[src/rtl/ysyx_23060096_mdu_pkg.sv]
// Shared definitions for the RV32M multiply/divide unit: funct3 op codes,
// FSM state encoding and small op-classification helpers.
package ysyx_23060096_mdu_pkg;

    // RV32M funct3 encodings
    localparam logic [2:0] MDU_MUL    = 3'd0;
    localparam logic [2:0] MDU_MULH   = 3'd1;
    localparam logic [2:0] MDU_MULHSU = 3'd2;
    localparam logic [2:0] MDU_MULHU  = 3'd3;
    localparam logic [2:0] MDU_DIV    = 3'd4;
    localparam logic [2:0] MDU_DIVU   = 3'd5;
    localparam logic [2:0] MDU_REM    = 3'd6;
    localparam logic [2:0] MDU_REMU   = 3'd7;

    typedef enum logic [1:0] {
        ST_IDLE = 2'd0,
        ST_CALC = 2'd1,
        ST_DONE = 2'd2
    } mdu_state_e;

    // Divide/remainder ops all live in the upper half of funct3.
    function automatic logic is_div(input logic [2:0] op);
        return op[2];
    endfunction

    // REM/REMU return the remainder half of the divider accumulator.
    function automatic logic is_rem(input logic [2:0] op);
        return op[2] & op[1];
    endfunction

    function automatic logic is_signed_a(input logic [2:0] op);
        return (op == MDU_MULH) || (op == MDU_MULHSU) ||
               (op == MDU_DIV)  || (op == MDU_REM);
    endfunction

    function automatic logic is_signed_b(input logic [2:0] op);
        return (op == MDU_MULH) || (op == MDU_DIV) || (op == MDU_REM);
    endfunction

endpackage

[src/rtl/ysyx_23060096_mdu_step.sv]
// One radix-2 iteration of the MDU datapath, purely combinational.
// Multiply: accumulator is {partial_hi, multiplier_lo}; add the multiplicand
// into the high half when the current multiplier bit is set, then shift right.
// Divide (restoring): accumulator is {remainder, dividend/quotient}; shift
// left one bit, trial-subtract the divisor and shift the quotient bit in.
module ysyx_23060096_mdu_step #(
    parameter int DATA_WIDTH = 32
) (
    input  logic                      i_is_div,
    input  logic [2*DATA_WIDTH-1:0]   i_acc,
    input  logic [DATA_WIDTH-1:0]     i_opnd,
    output logic [2*DATA_WIDTH-1:0]   o_acc
);

    localparam int W = DATA_WIDTH;

    logic [W-1:0] w_hi;
    logic [W-1:0] w_lo;
    logic [W:0]   w_sum;
    logic [W:0]   w_shift_hi;
    logic         w_ge;
    logic [W-1:0] w_diff;

    assign w_hi = i_acc[2*W-1:W];
    assign w_lo = i_acc[W-1:0];

    // Evaluate both step flavours and select by operation class.
    always_comb begin
        w_sum      = {1'b0, w_hi} + (w_lo[0] ? {1'b0, i_opnd} : {(W+1){1'b0}});
        w_shift_hi = {w_hi, w_lo[W-1]};
        // Remainder is always below the divisor, so the shifted value fits in
        // W+1 bits and a successful difference fits back into W bits.
        w_ge       = (w_shift_hi >= {1'b0, i_opnd});
        w_diff     = w_shift_hi[W-1:0] - i_opnd;
        o_acc      = {w_sum, w_lo[W-1:1]};
        if (i_is_div) begin
            if (w_ge) begin
                o_acc = {w_diff, w_lo[W-2:0], 1'b1};
            end else begin
                o_acc = {w_shift_hi[W-1:0], w_lo[W-2:0], 1'b0};
            end
        end
    end

endmodule

[src/rtl/ysyx_23060096_mdu.sv]
// Iterative RV32M multiply/divide unit with valid/ready on both sides.
// One operation in flight; DATA_WIDTH radix-2 steps per normal operation,
// divide-by-zero and signed overflow resolve in a single cycle.
// Optional build macro YSYX_23060096_MDU_TRACE_EN: simulation-only log line
// and accept-to-handshake cycle counter on every result handshake.
module ysyx_23060096_mdu
    import ysyx_23060096_mdu_pkg::*;
#(
    parameter int DATA_WIDTH = 32,
    parameter int ADDR_WIDTH = 5
) (
    input  logic                  clk,
    input  logic                  rstn,
    input  logic                  flush,
    input  logic                  in_valid,
    output logic                  in_ready,
    input  logic [2:0]            in_op,
    input  logic [DATA_WIDTH-1:0] in_a,
    input  logic [DATA_WIDTH-1:0] in_b,
    input  logic [ADDR_WIDTH-1:0] in_rd,
    output logic                  out_valid,
    input  logic                  out_ready,
    output logic [DATA_WIDTH-1:0] out_result,
    output logic [ADDR_WIDTH-1:0] out_rd
);

    localparam int W     = DATA_WIDTH;
    localparam int CNT_W = $clog2(DATA_WIDTH);
    localparam logic [CNT_W-1:0] CNT_LAST = CNT_W'(DATA_WIDTH - 1);
    localparam logic [W-1:0]     W_MIN    = {1'b1, {(W-1){1'b0}}};

    mdu_state_e         r_state;
    mdu_state_e         w_state_nxt;
    logic [CNT_W-1:0]   r_cnt;
    logic [2:0]         r_op;
    logic [ADDR_WIDTH-1:0] r_rd;
    logic [2*W-1:0]     r_acc;
    logic [W-1:0]       r_opnd;
    logic               r_neg_main;
    logic               r_neg_rem;
    logic [W-1:0]       r_result;

    logic               w_accept;
    logic               w_calc_last;
    logic               w_is_div;
    logic               w_a_neg;
    logic               w_b_neg;
    logic [W-1:0]       w_a_mag;
    logic [W-1:0]       w_b_mag;
    logic               w_div0;
    logic               w_ovf;
    logic               w_special;
    logic [W-1:0]       w_special_res;
    logic [2*W-1:0]     w_step_acc;
    logic [2*W-1:0]     w_prod;
    logic [W-1:0]       w_quot;
    logic [W-1:0]       w_rem;
    logic [W-1:0]       w_final;

    assign in_ready    = (r_state == ST_IDLE) && rstn;
    assign out_valid   = (r_state == ST_DONE);
    assign out_result  = r_result;
    assign out_rd      = r_rd;
    assign w_accept    = in_valid && in_ready && !flush;
    assign w_calc_last = (r_state == ST_CALC) && (r_cnt == CNT_LAST);
    assign w_is_div    = is_div(r_op);

    // Request decode: operand magnitudes, signs and the single-cycle cases.
    always_comb begin
        w_a_neg = is_signed_a(in_op) && in_a[W-1];
        w_b_neg = is_signed_b(in_op) && in_b[W-1];
        // The most negative value maps onto itself, which read unsigned is
        // exactly its magnitude, so no extra bit is needed.
        w_a_mag = w_a_neg ? -in_a : in_a;
        w_b_mag = w_b_neg ? -in_b : in_b;
        w_div0  = is_div(in_op) && (in_b == '0);
        w_ovf   = is_div(in_op) && is_signed_a(in_op) &&
                  (in_a == W_MIN) && (in_b == '1);
        w_special     = w_div0 || w_ovf;
        w_special_res = '0;
        if (w_div0) begin
            w_special_res = is_rem(in_op) ? in_a : '1;
        end else if (w_ovf) begin
            w_special_res = is_rem(in_op) ? '0 : W_MIN;
        end
    end

    ysyx_23060096_mdu_step #(
        .DATA_WIDTH (DATA_WIDTH)
    ) u_step (
        .i_is_div (w_is_div),
        .i_acc    (r_acc),
        .i_opnd   (r_opnd),
        .o_acc    (w_step_acc)
    );

    // Sign correction of the final step's accumulator into the result.
    always_comb begin
        w_prod  = r_neg_main ? -w_step_acc : w_step_acc;
        w_quot  = r_neg_main ? -w_step_acc[W-1:0] : w_step_acc[W-1:0];
        // Remainder follows the dividend's sign only.
        w_rem   = r_neg_rem ? -w_step_acc[2*W-1:W] : w_step_acc[2*W-1:W];
        w_final = (r_op == MDU_MUL) ? w_prod[W-1:0] : w_prod[2*W-1:W];
        if (w_is_div) begin
            w_final = is_rem(r_op) ? w_rem : w_quot;
        end
    end

    // Next-state logic; flush overrides every other transition.
    always_comb begin
        w_state_nxt = r_state;
        unique case (r_state)
            ST_IDLE: begin
                if (in_valid) begin
                    w_state_nxt = w_special ? ST_DONE : ST_CALC;
                end
            end
            ST_CALC: begin
                if (r_cnt == CNT_LAST) begin
                    w_state_nxt = ST_DONE;
                end
            end
            ST_DONE: begin
                if (out_ready) begin
                    w_state_nxt = ST_IDLE;
                end
            end
            default: w_state_nxt = ST_IDLE;
        endcase
        if (flush) begin
            w_state_nxt = ST_IDLE;
        end
    end

    // State register.
    always_ff @(posedge clk) begin
        if (!rstn) begin
            r_state <= ST_IDLE;
        end else begin
            r_state <= w_state_nxt;
        end
    end

    // Iteration counter, restarted on every accept or abort.
    always_ff @(posedge clk) begin
        if (!rstn) begin
            r_cnt <= '0;
        end else if (flush || w_accept) begin
            r_cnt <= '0;
        end else if (r_state == ST_CALC) begin
            r_cnt <= r_cnt + CNT_W'(1);
        end
    end

    // Working datapath: operands latched once at accept, then stepped.
    always_ff @(posedge clk) begin
        if (w_accept) begin
            r_op       <= in_op;
            r_opnd     <= is_div(in_op) ? w_b_mag : w_a_mag;
            r_acc      <= {{W{1'b0}}, (is_div(in_op) ? w_a_mag : w_b_mag)};
            r_neg_main <= w_a_neg ^ w_b_neg;
            r_neg_rem  <= w_a_neg;
        end else if (r_state == ST_CALC) begin
            r_acc <= w_step_acc;
        end
    end

    // Result and destination index presented to writeback.
    always_ff @(posedge clk) begin
        if (!rstn) begin
            r_result <= '0;
            r_rd     <= '0;
        end else if (w_accept) begin
            r_rd <= in_rd;
            if (w_special) begin
                r_result <= w_special_res;
            end
        end else if (w_calc_last && !flush) begin
            r_result <= w_final;
        end
    end

`ifdef YSYX_23060096_MDU_TRACE_EN
    int r_trace_cyc;

    // Simulation-only latency counter and handshake log.
    always_ff @(posedge clk) begin
        if (w_accept) begin
            r_trace_cyc <= 0;
        end else begin
            r_trace_cyc <= r_trace_cyc + 1;
        end
        if (rstn && !flush && out_valid && out_ready) begin
            $display("mdu op=%d rd=%d res=0x%8x cycles=%d",
                     r_op, r_rd, r_result, r_trace_cyc + 1);
        end
    end
`else
`endif

endmodule

[config.mk]
export PLATFORM = sky130hd
export DESIGN_NAME = ysyx_23060096_mdu
export DESIGN_NICKNAME = d
export VERILOG_FILES = /design/src/rtl/ysyx_23060096_mdu_pkg.sv /design/src/rtl/ysyx_23060096_mdu_step.sv /design/src/rtl/ysyx_23060096_mdu.sv
export SDC_FILE = /design/constraint.sdc
export NUM_CORES = 1
export LEC_CHECK = 0
export CAP_MARGIN = 10
export CORE_ASPECT_RATIO = 0.7
export CORE_MARGIN = 1.5
export CORE_UTILIZATION = 55
export CTS_CLUSTER_SIZE = 14
export DETAILED_ROUTE_END_ITERATION = 8
export PLACE_DENSITY_LB_ADDON = 0.1
export SLEW_MARGIN = 0
export SYNTH_ARGS = -nofsm -noshare
export SYNTH_HDL_FRONTEND = slang
export SYNTH_SLANG_ARGS = --single-unit
[constraint.sdc]
create_clock -name clk -period 7 [get_ports clk]
set_input_delay 1.4 -clock clk [delete_from_list [all_inputs] [get_ports clk]]
set_output_delay 1.4 -clock clk [all_outputs]
set_load 0.05 [all_outputs]
After elaboration in Yosys (flattened, before gate mapping)

Index checks and enable logic that the tools add are counted.

Bits in registers: 145
Bits of input ports: 77
Output and inout port bits: 39
Logic and storage cells: 91

Add/sub/neg operators: 8
$lt $le $gt $ge: 1
Equality and inequality tests: 13
Multiplexer cells: 27
Bitwise gates (word level): 4
Reduce and logical (&&, ||, !) cells: 28

Operator list:

| operator               | number |
|---|---|
| $mux W32               | 19 |
| $mux W64               | 3 |
| $neg A32 Y32           | 4 |
| $eq A32 B32 Y1 const B | 2 |
| $neg A64 Y64           | 1 |
| $add A32 B32 Y33       | 1 |
| $ge A33 B32 Y1         | 1 |
| $logic_not A32 Y1      | 1 |
| $sub A32 B32 Y32       | 1 |
| $logic_and A1 B1 Y1    | 11 |
| $mux W2                | 4 |
| $logic_or A1 B1 Y1     | 7 |
| $eq A3 B3 Y1 const B   | 2 |
| $ne A2 B1 Y1 const B   | 3 |
| $pmux W2 S3            | 1 |
| $add A5 B1 Y5 const B  | 1 |
| $eq A5 B5 Y1 const B   | 1 |
| $reduce_bool A2 Y1     | 2 |
| $reduce_or A2 Y1       | 2 |
| $eq A3 B1 Y1 const B   | 1 |
| $eq A3 B2 Y1 const B   | 1 |
| $logic_not A3 Y1       | 1 |
| $reduce_and A3 Y1      | 1 |
| $and A1 B1 Y1          | 2 |
| 8 further kinds        | 8 |

Depth between registers and ports, before layout

Depth after elaboration: 11
Depth in mapped cells: 26
Gate-level depth less buffers: 20

Hierarchy

From an unflattened synthesis, not the netlist that was laid out.

Cell total of the unflattened synthesis: 2047
Area, all modules: 15491.1 µm²

Modules (own cells, without submodules):

| module                 | instances | cells an instance | area each (µm²) | seq. area each (µm²) |
|---|---|---|---|---|
| ysyx_23060096_mdu      | 1         | 1376              | 10792.9         | 3593.4 |
| ysyx_23060096_mdu_step | 1         | 671               | 4698.3          | 0.0 |

Worst setup path before layout

Ideal clock, no wire load.

Path type: input-to-reg
Start: in rstn
End: reg r_acc[31], data pin
Library setup time: 325 ps
Arrival time: 5105 ps
Required time: 6675 ps
Setup slack: 1570 ps
Stages: 9
Path buffers: 3
Path through: clkbuf_1 -> inv_1 -> nor3_1 -> nand2_1 -> or2_2 -> inv_1 -> clkbuf_1 -> buf_1 -> a21oi_1

Cells in the longest elaborated chain, start to end: 4

Ends and longest elaborated chain:

| item                             | line                     | source |
|---|---|---|
| start: declaration               | ysyx_23060096_mdu.sv:13  | `input logic rstn,` |
| $logic_and A1 B1 Y1              | ysyx_23060096_mdu.sv:60  | `assign in_ready = (r_state == ST_IDLE) && rstn;` |
| via in_ready                     | ysyx_23060096_mdu.sv:16  | `output logic in_ready,` |
| $logic_and A1 B1 Y1 (2 in a row) | ysyx_23060096_mdu.sv:64  | `assign w_accept = in_valid && in_ready && !flush;` |
| via w_accept                     | ysyx_23060096_mdu.sv:43  | `logic w_accept;` |
| $mux W32                         | ysyx_23060096_mdu.sv:157 | `if (w_accept) begin` |
| end signal: assignment           | ysyx_23060096_mdu.sv:160 | `r_acc <= {{W{1'b0}}, (is_div(in_op) ? w_a_mag : w_b_mag)};` |
| end signal: assignment           | ysyx_23060096_mdu.sv:164 | `r_acc <= w_step_acc;` |
| end: declaration                 | ysyx_23060096_mdu.sv:37  | `logic [2*W-1:0] r_acc;` |

The timed path passes the listed nets, and every way through them passes these cells.
A chain may end at the register's enable or synchronous reset.

Final worst setup path

Start: reg r_opnd[11]
End: reg r_result[30] (netlist: out_result[30])

Cells in the longest elaborated chain, start to end: 9
Elaborated cells on any way between the ends: 17
Classes of those cells: add/sub (5); order compare (1); mux (11)

Ends and longest elaborated chain:

| item                                                | line                                                       | source |
|---|---|---|
| start: declaration                                  | ysyx_23060096_mdu.sv:38                                    | `logic [W-1:0] r_opnd;` |
| start signal: assignment                            | ysyx_23060096_mdu.sv:159                                   | `r_opnd <= is_div(in_op) ? w_b_mag : w_a_mag;` |
| $mux W32, or another cell as far along              | ysyx_23060096_mdu_step.sv:29                               | `w_sum = {1'b0, w_hi} + (w_lo[0] ? {1'b0, i_opnd} : {(W+1){1'b0}});` |
| $add A32 B32 Y33 / $mux W64 (equally long branches) | ysyx_23060096_mdu_step.sv:29, ysyx_23060096_mdu_step.sv:37 |  |
| $mux W64 (*)                                        | ysyx_23060096_mdu_step.sv:36                               | `if (i_is_div) begin` |
| $neg A64 Y64, or another cell as far along          | ysyx_23060096_mdu.sv:99                                    | `w_prod = r_neg_main ? -w_step_acc : w_step_acc;` |
| $mux W64, or another cell as far along              | ysyx_23060096_mdu.sv:99                                    |  |
| $mux W32, on equally long branches                  | ysyx_23060096_mdu.sv:103, ysyx_23060096_mdu.sv:105         |  |
| $mux W32 (*)                                        | ysyx_23060096_mdu.sv:104                                   | `if (w_is_div) begin` |
| $mux W32 (*)                                        | ysyx_23060096_mdu.sv:178                                   | `end else if (w_calc_last && !flush) begin` |
| $mux W32 (*)                                        | ysyx_23060096_mdu.sv:173                                   | `end else if (w_accept) begin` |
| end signal: assignment                              | ysyx_23060096_mdu.sv:176                                   | `r_result <= w_special_res;` |
| end signal: assignment                              | ysyx_23060096_mdu.sv:179                                   | `r_result <= w_final;` |
| end: declaration                                    | ysyx_23060096_mdu.sv:41                                    | `logic [W-1:0] r_result;` |

Mark *: on every way between the ends. The rest lies on a longest branch, timed or not. The select of a mux whose other input is x is not followed.

==> results.ini <==
[clocking]
postCtsSetupBuffers = 0
cts_resized = 0
cts-hold-fix-buffers = 0
cts_tree = yes
clk_latency_ps = 460
cts-root-buf = clkbuf_16
clock_path_buffers = 2
cts.sinks = 145
htreeDepth = 4
numCtsBuffers = 17
clk_pin_slew_worst_paths_ps = 60

[sta]
layout_setup_ws_ps = 791.0
skew_ps = 11.87
fin_crit_sh_pct = 88.70
final-hold-violation-count = 0
relSlewSlack_pct = 13.11
period_needed_ps = 6209
max_freq_mhz = 161.1
maxSlewViolCount = 0
fin_tns_setup_ps = 0
worst_pin_slew_ps = 1303
final-setup-viol-count = 0
rsz0062_at_grt = no

[floorplan]
ios = 116
die_h_um = 143.5
core_area_sq_mm = 0.02776
dieArea_sq_mm = 0.02925
fp.dieW_um = 203.8
start_util_pct = 55.91
rows = 51

[setup_path]
cp.required_ps = 7350
critical_path_arrival_ps = 6560
path_cells = inv_1, ha_1, nand4_1, or4_1, or4_4, and3_4, nand2_4, mux2i_1, mux2i_1, inv_1, ha_1, inv_1, a211oi_1, o2111ai_1, or4_1, nor3_4, a41oi_1, xnor2_1, o211ai_1, a32o_1
crit_path_max_fanout = 31
max_stage_delay_ps = 740
crit_path_end_kind = register
crit_buf_inv = 3
timing.critical_path.mode_cell = inv_1
start_kind = register
crit_type = register to register
cpMaxStageDelayCell = or4_1
r2r_setup_slack_ps = 790
crit_family = simple AND/OR/NAND/NOR gates

[global_routing]
grt_antenna_before_repair = 0
grt_max_degree = 135
grt_pass1_vias = 15150
overflow = 0
grt_pass1_wl_mm = 91.31
grt_usage_pct = 41.45

[yosys]
synth-seq-cells = 145
synth_cell_type_count = 90
yosysSeqAreaShare_pct = 23.16
syn_inst = 2057
async_flop_share_pct = 0
syn_area_sq_mm = 0.01552
synthFlopType = dfxtp_1
yosysWarnings = 0
synth_area_per_cell_sq_um = 7.544
synth_nets = 2207
synth-edff-count = 69

[placed_design]
dp_slack_ps = 1071
gp_congestion = 1.050
dp_hpwl_mm = 46.67
port_buffers = 115

[detailed_routing]
via_count = 17069
route.detailed.drc = 0
wl_mm = 60.52
drt.antenna.violating_nets = 0
viasPerCell = 6.885
first_pass_iters = 6
drt-initial-drc-count = 2348
wl_per_cell_um = 24.41

[final_layout]
layout-drive-gt1-share_pct = 4.886
final_nets = 2245
antenna_cells = 0
mostFrequentLayoutCell = a21oi_1
final_cell_mix = a21oi_1 (202), o21ai_0 (191), nand2_1 (187), nor2_1 (174), clkdlybuf4s50_1 (114)
syn2layout_area_growth_pct = 12.84

[hold_path]
hold_path_class = register to register

[pwr]
vdd_drop_max_uv = 203.6
p_per_area_mw_per_mm2 = 245.7
leakagePower_nw = 6.681
p_total_w = 0.004303

[job]
cap_violations = 0

[outcome]
status = finished, final reports clean

-- state kept, by name, indices dropped and copies added (netlist names) --
| name | cells |
|---|---|
| r_op | 3 |
| r_cnt | 5 |
| r_neg_main | 1 |
| out_result | 32 |
| r_neg_rem | 1 |
| r_state | 2 |
| r_opnd | 32 |
| r_acc | 64 |
| out_rd | 5 |
-- path summary, 6_finish.rpt --
path / to / from / cells after the start
max: out_result[30]$_SDFFE_PN0P_ / r_opnd[11]$_DFFE_PP_ / 20
min: out_rd[3]$_SDFFE_PN0P_ / out_rd[3]$_SDFFE_PN0P_ / 2
max reg2reg: out_result[30]$_SDFFE_PN0P_ / r_opnd[11]$_DFFE_PP_ / 20
min reg2reg: out_rd[3]$_SDFFE_PN0P_ / out_rd[3]$_SDFFE_PN0P_ / 2
-- synth_stat cells (10+ instances only) --
cell | instances | share of area [%]
nand3_1 | 40 | 1.3
or2_2 | 14 | 0.56
nor2b_1 | 20 | 0.81
dfxtp_1 | 76 | 9.8
a211oi_1 | 21 | 1.0
o211ai_1 | 18 | 0.87
a31oi_1 | 27 | 1.1
clkbuf_1 | 91 | 2.2
o21ai_0 | 191 | 6.2
and2_1 | 37 | 1.5
o22ai_1 | 12 | 0.48
and3_1 | 13 | 0.52
nor3_1 | 67 | 2.2
or3_1 | 29 | 1.2
a22o_1 | 25 | 1.4
xor2_1 | 72 | 4.1
nor4_1 | 16 | 0.65
a21oi_1 | 202 | 6.5
nand4_1 | 33 | 1.3
o221ai_1 | 11 | 0.62
nand2_1 | 187 | 4.5
nor2_1 | 175 | 4.2
ha_1 | 71 | 5.7
xnor2_1 | 87 | 4.9
mux2i_1 | 110 | 7.1
o21a_1 | 18 | 0.87
a21o_1 | 24 | 1.2
nor3b_1 | 10 | 0.48
nand2b_1 | 18 | 0.73
buf_1 | 23 | 0.56
o31ai_1 | 16 | 0.77
edfxtp_1 | 69 | 13
inv_1 | 69 | 1.7
a221oi_1 | 11 | 0.62
or4_1 | 11 | 0.53
-- layer usage --
layer  track usage, %  wire, um  part of all wire [%]
met5                0         0                     0
met2            57.93     24610                    41
met1            60.14     26120                    43
met4            17.08      2351                   3.9
met3            10.11      7438                    12
-- cell families (layout without fill, tap and decap cells) --
group / count (synthesis) / count (layout) / share of synthesized area, %
xor gates and xnor gates: 159 / 159 / 8.974
muxes: 113 / 113 / 7.329
buffers and inverters: 195 / 246 / 5.023
adders and majority gates: 73 / 73 / 5.982
and+or+nand+nor: 700 / 700 / 22.25
AOI/OAI and AO/OA: 672 / 672 / 27.28
DFF: 145 / 145 / 23.16
-- area by class of cell --
class                      instances  area (sq um)
sequential                       145          3593
timing repair buffer             144          1391
clock buffer                      26         561.8
multi-input combinational       1717         11150
clock inverter                     6         86.33
tap                              371         464.2
fill                            2531         10250
inverter                          70         262.8
-- worst register-to-register path: stages, from the launching register on --
cell       delay [ps]
edfxtp_1          340
inv_1              40
ha_1              420
nand4_1           170
or4_1             620
or4_4             550
and3_4            270
nand2_4           380
mux2i_1           240
mux2i_1           160
inv_1             130
ha_1              240
inv_1              90
a211oi_1          280
o2111ai_1         320
or4_1             740
nor3_4            350
a41oi_1           210
xnor2_1           180
o211ai_1           90
a32o_1            270
-- stage by stage --
stage / hold WS [ps] / instances / instance area [sq um] / util [%]
6_report: 454.9 / 2479 / 17510 / 63.09
2_1_floorplan: 440.6 / 2057 / 15520 / -
3_5_place_dp: 446.9 / 2447 / 16860 / 60.75
4_1_cts: 456.1 / 2479 / 17510 / 63.09
5_1_grt: 470.9 / 2479 / 17510 / 63.09
3_3_place_gp: 441.9 / 2447 / 16860 / 60.75
-- power by group --
part / total (W) / internal, W / leakage [nW] / switching (W)
registers: 0.00108 / 0.000979 / 1.26 / 0.000103
logic: 0.00220 / 0.000791 / 5.11 / 0.00141
clock network: 0.00102 / 0.000624 / 0.315 / 0.000391
Note: power is estimated with default switching activity, not from simulation.
